--- src/rtl/fifo_burst_reader.sv ---
// Drains exactly len words from a 1-cycle-latency synchronous FIFO and streams them out.
// A 2-entry buffer plus the in-flight read form the credit pool that gates pops.
module fifo_burst_reader #(
  parameter int WIDTH = 16,
  parameter int LEN_W = 8
) (
  input  logic             clk,
  input  logic             rst,
  input  logic             start,
  input  logic [LEN_W-1:0] len,
  output logic             busy,
  output logic             done,
  output logic [LEN_W-1:0] words_left,
  output logic             fifo_rd_en,
  input  logic             fifo_empty,
  input  logic [WIDTH-1:0] fifo_data_out,
  output logic             m_valid,
  input  logic             m_ready,
  output logic [WIDTH-1:0] m_data,
  output logic [1:0]       o_state
);

  // Stream handshake: a beat transfers on a posedge where m_valid && m_ready; once
  // m_valid is high it stays high with m_data stable until that transfer (or reset).

  typedef enum logic [1:0] {
    S_IDLE  = 2'd0,
    S_RUN   = 2'd1,
    S_DRAIN = 2'd2,
    S_DONE  = 2'd3
  } state_t;

  localparam logic [LEN_W-1:0] LEN_ONE = {{(LEN_W-1){1'b0}}, 1'b1};

  state_t           r_state;
  state_t           w_next;
  logic [LEN_W-1:0] r_issue_left;
  logic [LEN_W-1:0] r_words_left;
  logic             r_inflight;
  logic [WIDTH-1:0] r_buf0;
  logic [WIDTH-1:0] r_buf1;
  logic [1:0]       r_buf_cnt;
  logic             w_xfer;
  logic             w_pop;
  logic [2:0]       w_occ;

  assign m_valid    = (r_buf_cnt != 2'd0);
  assign m_data     = r_buf0;
  assign w_xfer     = m_valid && m_ready;
  // Occupancy after this edge if no pop: buffered + in flight - leaving
  assign w_occ      = {1'b0, r_buf_cnt} + {2'b00, r_inflight} - {2'b00, w_xfer};
  assign w_pop      = !rst && (r_state == S_RUN) && !fifo_empty &&
                      (r_issue_left != '0) && (w_occ < 3'd2);
  assign fifo_rd_en = w_pop;
  assign busy       = (r_state == S_RUN) || (r_state == S_DRAIN);
  assign done       = (r_state == S_DONE);
  assign words_left = r_words_left;
  assign o_state    = r_state;

  always_comb begin
    w_next = r_state;
    case (r_state)
      S_IDLE:  if (start) w_next = (len != '0) ? S_RUN : S_DONE;
      S_RUN:   if ((r_issue_left == '0) || (w_pop && (r_issue_left == LEN_ONE))) w_next = S_DRAIN;
      S_DRAIN: if (w_xfer && (r_words_left == LEN_ONE)) w_next = S_DONE;
      S_DONE:  w_next = S_IDLE;
      default: w_next = S_IDLE;
    endcase
  end

  always_ff @(posedge clk) begin
    if (rst) begin
      r_state      <= S_IDLE;
      r_issue_left <= '0;
      r_words_left <= '0;
      r_inflight   <= 1'b0;
      r_buf0       <= '0;
      r_buf1       <= '0;
      r_buf_cnt    <= 2'd0;
    end else begin
      r_state    <= w_next;
      r_inflight <= w_pop;
      if ((r_state == S_IDLE) && start) begin
        r_issue_left <= len;
        r_words_left <= len;
      end else begin
        if (w_pop)  r_issue_left <= r_issue_left - LEN_ONE;
        if (w_xfer) r_words_left <= r_words_left - LEN_ONE;
      end
      // Capture of the in-flight word and head pop may coincide; order is preserved
      case ({r_inflight, w_xfer})
        2'b10: begin
          if (r_buf_cnt == 2'd0) r_buf0 <= fifo_data_out;
          else                   r_buf1 <= fifo_data_out;
          r_buf_cnt <= r_buf_cnt + 2'd1;
        end
        2'b01: begin
          r_buf0    <= r_buf1;
          r_buf_cnt <= r_buf_cnt - 2'd1;
        end
        2'b11: begin
          if (r_buf_cnt == 2'd1) begin
            r_buf0 <= fifo_data_out;
          end else begin
            r_buf0 <= r_buf1;
            r_buf1 <= fifo_data_out;
          end
        end
        default: ;
      endcase
    end
  end

endmodule

--- config.mk ---
export PLATFORM = sky130hd
export DESIGN_NAME = fifo_burst_reader
export DESIGN_NICKNAME = d
export VERILOG_FILES = /design/src/rtl/fifo_burst_reader.sv
export SDC_FILE = /design/constraint.sdc
export NUM_CORES = 1
export LEC_CHECK = 0
export ABC_AREA = 1
export CORE_MARGIN = 4
export CORE_UTILIZATION = 51
export DETAILED_ROUTE_END_ITERATION = 8
export HOLD_SLACK_MARGIN = 0.08
export PLACE_DENSITY_LB_ADDON = 0.1
export REMOVE_ABC_BUFFERS = 1
export SLEW_MARGIN = 20
export SYNTH_ARGS = -nofsm -noshare
export SYNTH_HDL_FRONTEND = slang
export SYNTH_SLANG_ARGS = --single-unit
--- constraint.sdc ---
create_clock -name clk -period 2.6 [get_ports clk]
set_input_delay 0.52 -clock clk [delete_from_list [all_inputs] [get_ports clk]]
set_output_delay 0.52 -clock clk [all_outputs]
set_load 0.05 [all_outputs]
* After elaboration in Yosys (flattened, before gate mapping) *
Cells that the tools add are included.

word-level totals
  bits in read-only memories = 0
  input bits = 29
  bits in registers = 53
  latch bits = 0
  RAM bits = 0
  output and inout port bits = 30
  logic and storage cells = 71
  memories kept = 0

cells by class
  multiply operators = 0
  div/mod/pow operators = 0
  reductions and logical operators = 26
  multiplexer cells = 16
  shift operators = 0
  bitwise gates (word level) = 0
  magnitude comparators = 1
  eq/ne operators = 15
  $add $sub $neg = 6

operator list
  operator                                             number
  two-way mux 16 bit                                   4
  case mux 16 bit (3 select lines)                     1
  two-way mux 8 bit                                    4
  case mux 16 bit (2 select lines)                     1
  equality test 8 x 1 -> 1 bit, second input constant  2
  nonzero test 8 bit                                   2
  subtractor 8 x 1 -> 8 bit, second input constant     2
  nonzero test 2 bit                                   5
  equality test 2 bit, second input constant           4
  logical AND 1 bit                                    8
  logical NOT 8 bit                                    1
  two-way mux 2 bit                                    4
  != test 2 bit, second input constant                 4
  case mux 2 bit (4 select lines)                      1
  equality test 2 x 1 -> 1 bit, second input constant  3
  AND reduction 3 bit                                  2
  logical NOT 2 bit                                    2
  != test 2 x 1 -> 1 bit, second input constant        2
  case mux 2 bit (2 select lines)                      1
  adder 2 x 1 -> 3 bit                                 1
  < comparator 3 x 2 -> 1 bit, second input constant   1
  nonzero test 3 bit                                   1
  subtractor 3 x 1 -> 3 bit                            1
  adder 2 x 1 -> 2 bit, second input constant          1
  4 further kinds                                      6

* Logic depth before layout (Yosys ltp) *
Gate-level depths: netlist of run 1.

  depth after elaboration = 9
  gate-level depth with buffers = 18

* Worst setup path after synthesis of run 1 *
OpenSTA, ideal clock, no wires.

  kind = register to output
  from = register r_buf_cnt[1]
  to = output fifo_rd_en
  path slack = -0.302 ns
  stages on the path, launching flop included = 14
  required time = 2.080 ns
  buffers on the path = 0
  arrival time = 2.382 ns
  cells stage by stage = dfxtp_1 -> inv_1 -> ha_1 -> inv_2 -> nand2_4 -> nor2_1 -> o21ai_0 -> fa_1 -> nand2_1 -> inv_1 -> nand2_1 -> nor2_2 -> nand2_1 -> inv_1

on the way
  longest elaborated chain between the ends = 5

RTL lines
  item                         line  text
  from (decl)                  42    logic [1:0] r_buf_cnt;
  from (signal assigned)       95    r_buf_cnt <= r_buf_cnt + 2'd1;
  from (signal assigned)       99    r_buf_cnt <= r_buf_cnt - 2'd1;
  nonzero test 2 bit           47    assign m_valid = (r_buf_cnt != 2'd0);
  named net m_valid            17    output logic m_valid,
  logical AND 1 bit            49    assign w_xfer = m_valid && m_ready;
  subtractor 3 x 1 -> 3 bit    51    assign w_occ = {1'b0, r_buf_cnt} + {2'b00, r_inflight} - {2'b00, w_xfer};
  < comparator 3 x 2 -> 1 bit  53    (r_issue_left != '0) && (w_occ < 3'd2);
  logical AND 1 bit            53
  to (decl)                    14    output logic fifo_rd_en,

The timed path passes the listed nets, and every way through them passes these cells.

* Worst setup path in the final report of run 1 *
  from = register r_buf_cnt[0]
  to = output fifo_rd_en

on the way
  longest elaborated chain between the ends = 5

RTL lines
  item                                                                          line
  parallel branches: the longest is 2 deep, another holds adder 2 x 1 -> 3 bit  -
  subtractor 3 x 1 -> 3 bit (*)                                                 51
  < comparator 3 x 2 -> 1 bit (*)                                               53
  logical AND 1 bit (*)                                                         53

Every way passes the cells marked *.

==> results of run 1 <==
==> kinds of logic (layout without fill, tap and decap cells) <==
family                     Yosys count  count (layout)  synth area share
DFF                                 53              53             0.381
adders and majority gates           15              15            0.0700
xor gates and xnor gates             9               9            0.0283
AOI/OAI and AO/OA                   75              75             0.148
and+or+nand+nor                    191             191             0.283
buffers and inverters               58             129            0.0902
==> cell usage after synthesis (4+ instances only) <==
library cell / instances / share of area
inv_2: 4 / 0.0054
nand3_1: 15 / 0.027
buf_2: 4 / 0.0072
clkbuf_1: 6 / 0.0081
o21ai_1: 16 / 0.029
dfxtp_1: 53 / 0.38
inv_1: 38 / 0.051
a31oi_1: 23 / 0.052
xor2_1: 7 / 0.022
ha_1: 14 / 0.063
nor2_2: 5 / 0.011
o21ai_0: 27 / 0.048
a21oi_1: 6 / 0.011
nand2_1: 97 / 0.13
nor2_1: 63 / 0.085
==> power groups by stage <==
stage	combinational (µW)	sequential [µW]	clock, µW
2_1_floorplan	1120	1610	0
3_3_place_gp	2200	1190	0
3_5_place_dp	2230	1190	0
4_1_cts	2300	1180	582
5_1_grt	2590	1210	617
6_report	2350	1180	575
==> through the flow <==
| stage | TNS, ns | cell area [µm²] |
|---|---|---|
| finish | -0.125 | 3710 |
| global placement | -0.614 | 3500 |
| global route | -0.264 | 3710 |
| CTS | -0.186 | 3670 |
| detailed placement | -1.98 | 3500 |
| floorplan | -1.23 | 2700 |
==> layout make-up <==
class,count,area share
clock buffers,5,0.0185
flip-flops and latches,53,0.287
multi-input cells,290,0.412
repair buffers,77,0.201
clock inverters,3,0.0118
inverters,44,0.0465
well taps,70,0.0236
==> state kept, by name, summed over array words and instances (netlist names) <==
signal,flops
r_buf1,16
o_state,2
r_buf_cnt,2
r_inflight,1
words_left,8
m_data,16
r_issue_left,8
==> routing by layer <==
metal / share of wire / up-vias / global-route usage
met5: 0 / - / 0
met4: 0.0064 / 0 / 0.0349
met3: 0.047 / 6 / 0.0395
met2: 0.51 / 66 / 0.405
met1: 0.44 / 1233 / 0.255
li1: - / 1422 / -
==> path summary, 6_finish.rpt <==
kind | start | to | slack [ns] | depth (start not counted)
worst max-delay path | r_buf_cnt[0] | fifo_rd_en | -0.12 | 14
worst min-delay path | r_buf1[14] | m_data[14] | 0.48 | 2
worst max register to register | r_buf_cnt[0] | o_state[1] | 0.23 | 20
worst min register to register | r_buf1[14] | m_data[14] | 0.48 | 2
==> worst max-delay path: cells and delay by family (launching register included) <==
kind	cells	cell delay (ns)
AOI/OAI and AO/OA	1	0.08
adders and majority gates	2	0.66
buffers and inverters	5	0.34
DFF	1	0.36
and+or+nand+nor	6	0.44
==> timing repair <==
| action | in CTS | in global routing |
|---|---|---|
| resized for setup | 11 | 10 |
| pin swaps | 5 | 9 |
| buffers inserted | 6 | 1 |
| endpoints found under the setup margin | 1 | 3 |
==> reports/results.txt, run 1 <==
Slowest stage delay, CP -> 0.50 ns
Final period utilization -> 1.05
Number of flops mapped to enable cells by yosys -> 0
Cells after synthesis -> 401
Cell-internal power -> 2170 µW
Crit-path cells -> inv_4 -> ha_4 -> inv_4 -> nand2_4 -> nor2_4 -> o21ai_2 -> fa_1 -> nand2_1 -> inv_1 -> nand2_1 -> nor2_2 -> nand2_2 -> inv_2 -> buf_12
Sequential fraction of the synthesis area -> 0.381
Synth cell types -> 31
CTS Buffer Depth -> 2
Pwr dens -> 1110 nW/µm²
CTS tree -> built
Final wirelength -> 6820 µm
Clock root cell -> clkbuf_8
DRC Markers -> 0
Cts hold-fix bufs -> 0
Crit-path max FO -> 4
Failing checks -> negative setup slack
FF+latch area -> 1060 µm²
Final min period -> 2.72 ns
Worst-Skew Late Latency -> 0.31 ns
RSZ-0062 raised after global routing -> yes
Hold Crit Class -> reg -> reg
Die width -> 81.9 µm
YS warnings -> 0
RD Place Congestion -> 0.897
Crit path required time -> 2.08 ns
Most frequent cells in the layout -> nand2_1 (94), nor2_1 (61), clkdlybuf4s50_1 (56), dfxtp_1 (51), inv_1 (34)
Layout net count -> 515
Worst-Margin Slew -> 0.687 ns
Hold WS -> 0.483 ns
Status -> complete, but fails checks
Port buffer count -> 58
Post-Place Cells -> 528
Final setup fails -> 1
Fill count -> 458
I/O pin count -> 59
CP startpoint kind -> flip-flop
Vias in the first global route -> 2,578
Total die area -> 6710 µm²
#FFs+latches synth -> 53
Iter 0 DRT Violations -> 109
1st-pass router iterations -> 7
Die height -> 81.9 µm
FFs w/ async S/R, synth -> 0
Leak -> 0.00162 µW
Final clock skew -> 0.00644 ns
Worst setup EP type -> output pin
Combinational share of power -> 0.572
Number of max-cap violations -> 0
Fin cells -> 542
DR vias -> 2,727
Slew margin rel. -> 0.540
GRT overflow -> 0
Area of the mapped netlist -> 2790 µm²
Antenna violations before repair -> 0
Wire per inst -> 12.6 µm
Most common cell after layout, fill and taps aside -> nand2_1
Share of cells above drive strength 1 -> 0.127
Max IR drop VDD -> 617 µV
Mean Syn Cell Area -> 6.95 µm²
Final Power -> 4110 µW
Pin count of the biggest net entering global routing -> 33
# clock sinks -> 53
HPWL Detailed -> 4970 µm
Arr. time, crit path -> 2.20 ns
Gr usage total -> 0.215
H-tree depth -> 2
Setup ws final -> -0.125 ns
Routed Antenna Nets -> 0
Final core occ -> 0.713
Slowest-stage cell, CP -> fa_1
Reg power frac -> 0.288
Starting Density -> 0.536
Drt via density -> 5.03
Fmax -> 367 MHz
Setup WS pre-CTS -> -0.382 ns
Clock slew at reported path FFs -> 0.10 ns
Std cell rows -> 26
P&R area growth vs syn -> 33.1%
Final max-slew violation count -> 0
Final hold viol count -> 0
Net Sw Frac -> 0.471
Switching power -> 1930 µW
First-pass GRT wire length -> 11,400 µm
Antenna diodes -> 0
Multi-input gate area -> 1530 µm²
Top FF cell, synth -> dfxtp_1
Clock Power Share -> 0.140
Core Region -> 5200 µm²
CTS buffer count -> 5
Crit Path Class -> reg -> out
No activity file was read; power rests on OpenSTA's default activity.
==> run 2: changes to the inputs <==
- CAP_MARGIN: default -> 20
==> results of run 2 <==
No change in the layout: final DEF, timing and power equal those of run 1.
==> run 3: changes to the inputs <==
==> constraint.sdc (replaced) <==
create_clock -name clk -period 2.6 [get_ports clk]
set_input_delay 0.78 -clock clk [delete_from_list [all_inputs] [get_ports clk]]
set_output_delay 0.78 -clock clk [all_outputs]
set_load 0.05 [all_outputs]
==> run 3 against run 2 <==
Net effect:
- the run still ends with negative setup slack left
- global-route usage rose by 1.9 points
- wire length rose by 9.2%
- register-to-register slack got worse by 0.44 ns
- die area did not move
- non-clock buffer count rose by 10
- setup slack got worse by 0.39 ns
==> reports/results.txt, run 3 (synthesized netlist as in run 1, its figures left out) <==
Port buffer count -> 58
I/O pin count -> 59
Final core occ -> 0.731
Cts hold-fix bufs -> 0
Clock slew at reported path FFs -> 0.09 ns
Die height -> 81.9 µm
Max IR drop VDD -> 665 µV
Final period utilization -> 1.20
DR vias -> 2,816
Most frequent cells in the layout -> nand2_1 (94), nor2_1 (61), clkdlybuf4s50_1 (54), dfxtp_1 (51), inv_1 (34)
Reg power frac -> 0.281
HPWL Detailed -> 5040 µm
Most common cell after layout, fill and taps aside -> nand2_1
Worst setup EP type -> output pin
CTS tree -> built
Failing checks -> negative setup slack
H-tree depth -> 2
Vias in the first global route -> 2,771
Antenna diodes -> 0
Routed Antenna Nets -> 0
Final hold viol count -> 0
Worst-Skew Late Latency -> 0.31 ns
Number of max-cap violations -> 0
Layout net count -> 525
Fmax -> 321 MHz
Die width -> 81.9 µm
Crit-path cells -> inv_2 -> ha_4 -> inv_4 -> nand2_4 -> inv_4 -> nor2_4 -> o21ai_4 -> fa_1 -> nand2_1 -> inv_1 -> nand2_1 -> nor2_2 -> nand2_2 -> inv_2 -> buf_12
Slowest stage delay, CP -> 0.51 ns
Starting Density -> 0.536
GRT overflow -> 0
Status -> complete, but fails checks
Final setup fails -> 3
Clock root cell -> clkbuf_8
Pin count of the biggest net entering global routing -> 35
Leak -> 0.00168 µW
Std cell rows -> 26
Fill count -> 429
DRC Markers -> 0
Clock Power Share -> 0.134
Net Sw Frac -> 0.469
Iter 0 DRT Violations -> 190
Core Region -> 5200 µm²
Multi-input gate area -> 1530 µm²
Crit Path Class -> reg -> out
Gr usage total -> 0.233
Drt via density -> 5.10
Final min period -> 3.12 ns
Total die area -> 6710 µm²
Combinational share of power -> 0.585
Setup ws final -> -0.516 ns
Wire per inst -> 13.5 µm
Crit path required time -> 1.82 ns
Final wirelength -> 7450 µm
Share of cells above drive strength 1 -> 0.149
CP startpoint kind -> flip-flop
FF+latch area -> 1060 µm²
Final max-slew violation count -> 0
Pwr dens -> 1110 nW/µm²
CTS Buffer Depth -> 2
Slowest-stage cell, CP -> fa_1
Crit-path max FO -> 3
Final Power -> 4240 µW
Arr. time, crit path -> 2.34 ns
# clock sinks -> 53
1st-pass router iterations -> 4
Worst-Margin Slew -> 0.500 ns
Slew margin rel. -> 0.666
RD Place Congestion -> 0.875
Hold Crit Class -> reg -> reg
Antenna violations before repair -> 0
Switching power -> 1990 µW
Final clock skew -> 0.00455 ns
First-pass GRT wire length -> 12,300 µm
P&R area growth vs syn -> 36.6%
Fin cells -> 552
RSZ-0062 raised after global routing -> yes
Post-Place Cells -> 531
Fin Setup TNS -> -0.928 ns
R2R Setup Slk -> -0.21 ns
Cell-internal power -> 2250 µW
CTS buffer count -> 5
-- run 3: worst max-delay path: cells and delay by family (launching register included) --
family          cells  cell delay [ns]
compound gates      1             0.07
buf+inv             6             0.45
flops               1             0.34
fa+ha+maj           2             0.66
simple gates        6             0.52
-- run 3: final cells by class --
cell class | count | area share
multi-input cells | 290 | 0.402
repair buffers | 87 | 0.221
flip-flops and latches | 53 | 0.279
clock inverters | 2 | 0.0102
well taps | 70 | 0.0230
inverters | 44 | 0.0454
clock buffers | 6 | 0.0191
-- run 3: power by group through the flow --
| stage | combinational [µW] | sequential (µW) | clock (µW) |
|---|---|---|---|
| CTS | 2410 | 1180 | 578 |
| global route | 2710 | 1210 | 610 |
| detailed placement | 2290 | 1190 | 0 |
| finish | 2480 | 1190 | 569 |
| global placement | 2240 | 1190 | 0 |
| floorplan | 1120 | 1610 | 0 |
-- run 3: final timing paths --
kind	from	end	cells after the start
max	r_buf_cnt[1]	fifo_rd_en	15
min	r_buf1[0]	m_data[0]	2
max reg2reg	r_buf_cnt[1]	o_state[1]	25
min reg2reg	r_buf1[0]	m_data[0]	2
-- run 3: what timing repair did --
action	in CTS	in global routing
gates resized for setup	23	7
pin swaps	9	7
endpoints found under the setup margin	11	11
buffers inserted	11	2
-- run 3: layer usage --
layer / track usage / vias to the layer above / part of all wire / wire (µm)
li1: - / 1452 / - / -
met1: 0.275 / 1267 / 0.42 / 3110
met2: 0.413 / 85 / 0.51 / 3830
met3: 0.0417 / 12 / 0.054 / 402
met4: 0.0997 / 0 / 0.016 / 119
met5: 0 / - / 0 / 0
-- run 3: per-stage QoR --
stage / cell area (µm²) / hold WS (ns) / setup slack, ns
after floorplan: 2700 / 0.455 / -0.754
after global placement: 3530 / 0.461 / -0.789
after detailed placement: 3530 / 0.470 / -0.840
after CTS: 3760 / 0.484 / -0.456
after global routing: 3810 / 0.511 / -0.607
final: 3810 / 0.484 / -0.516
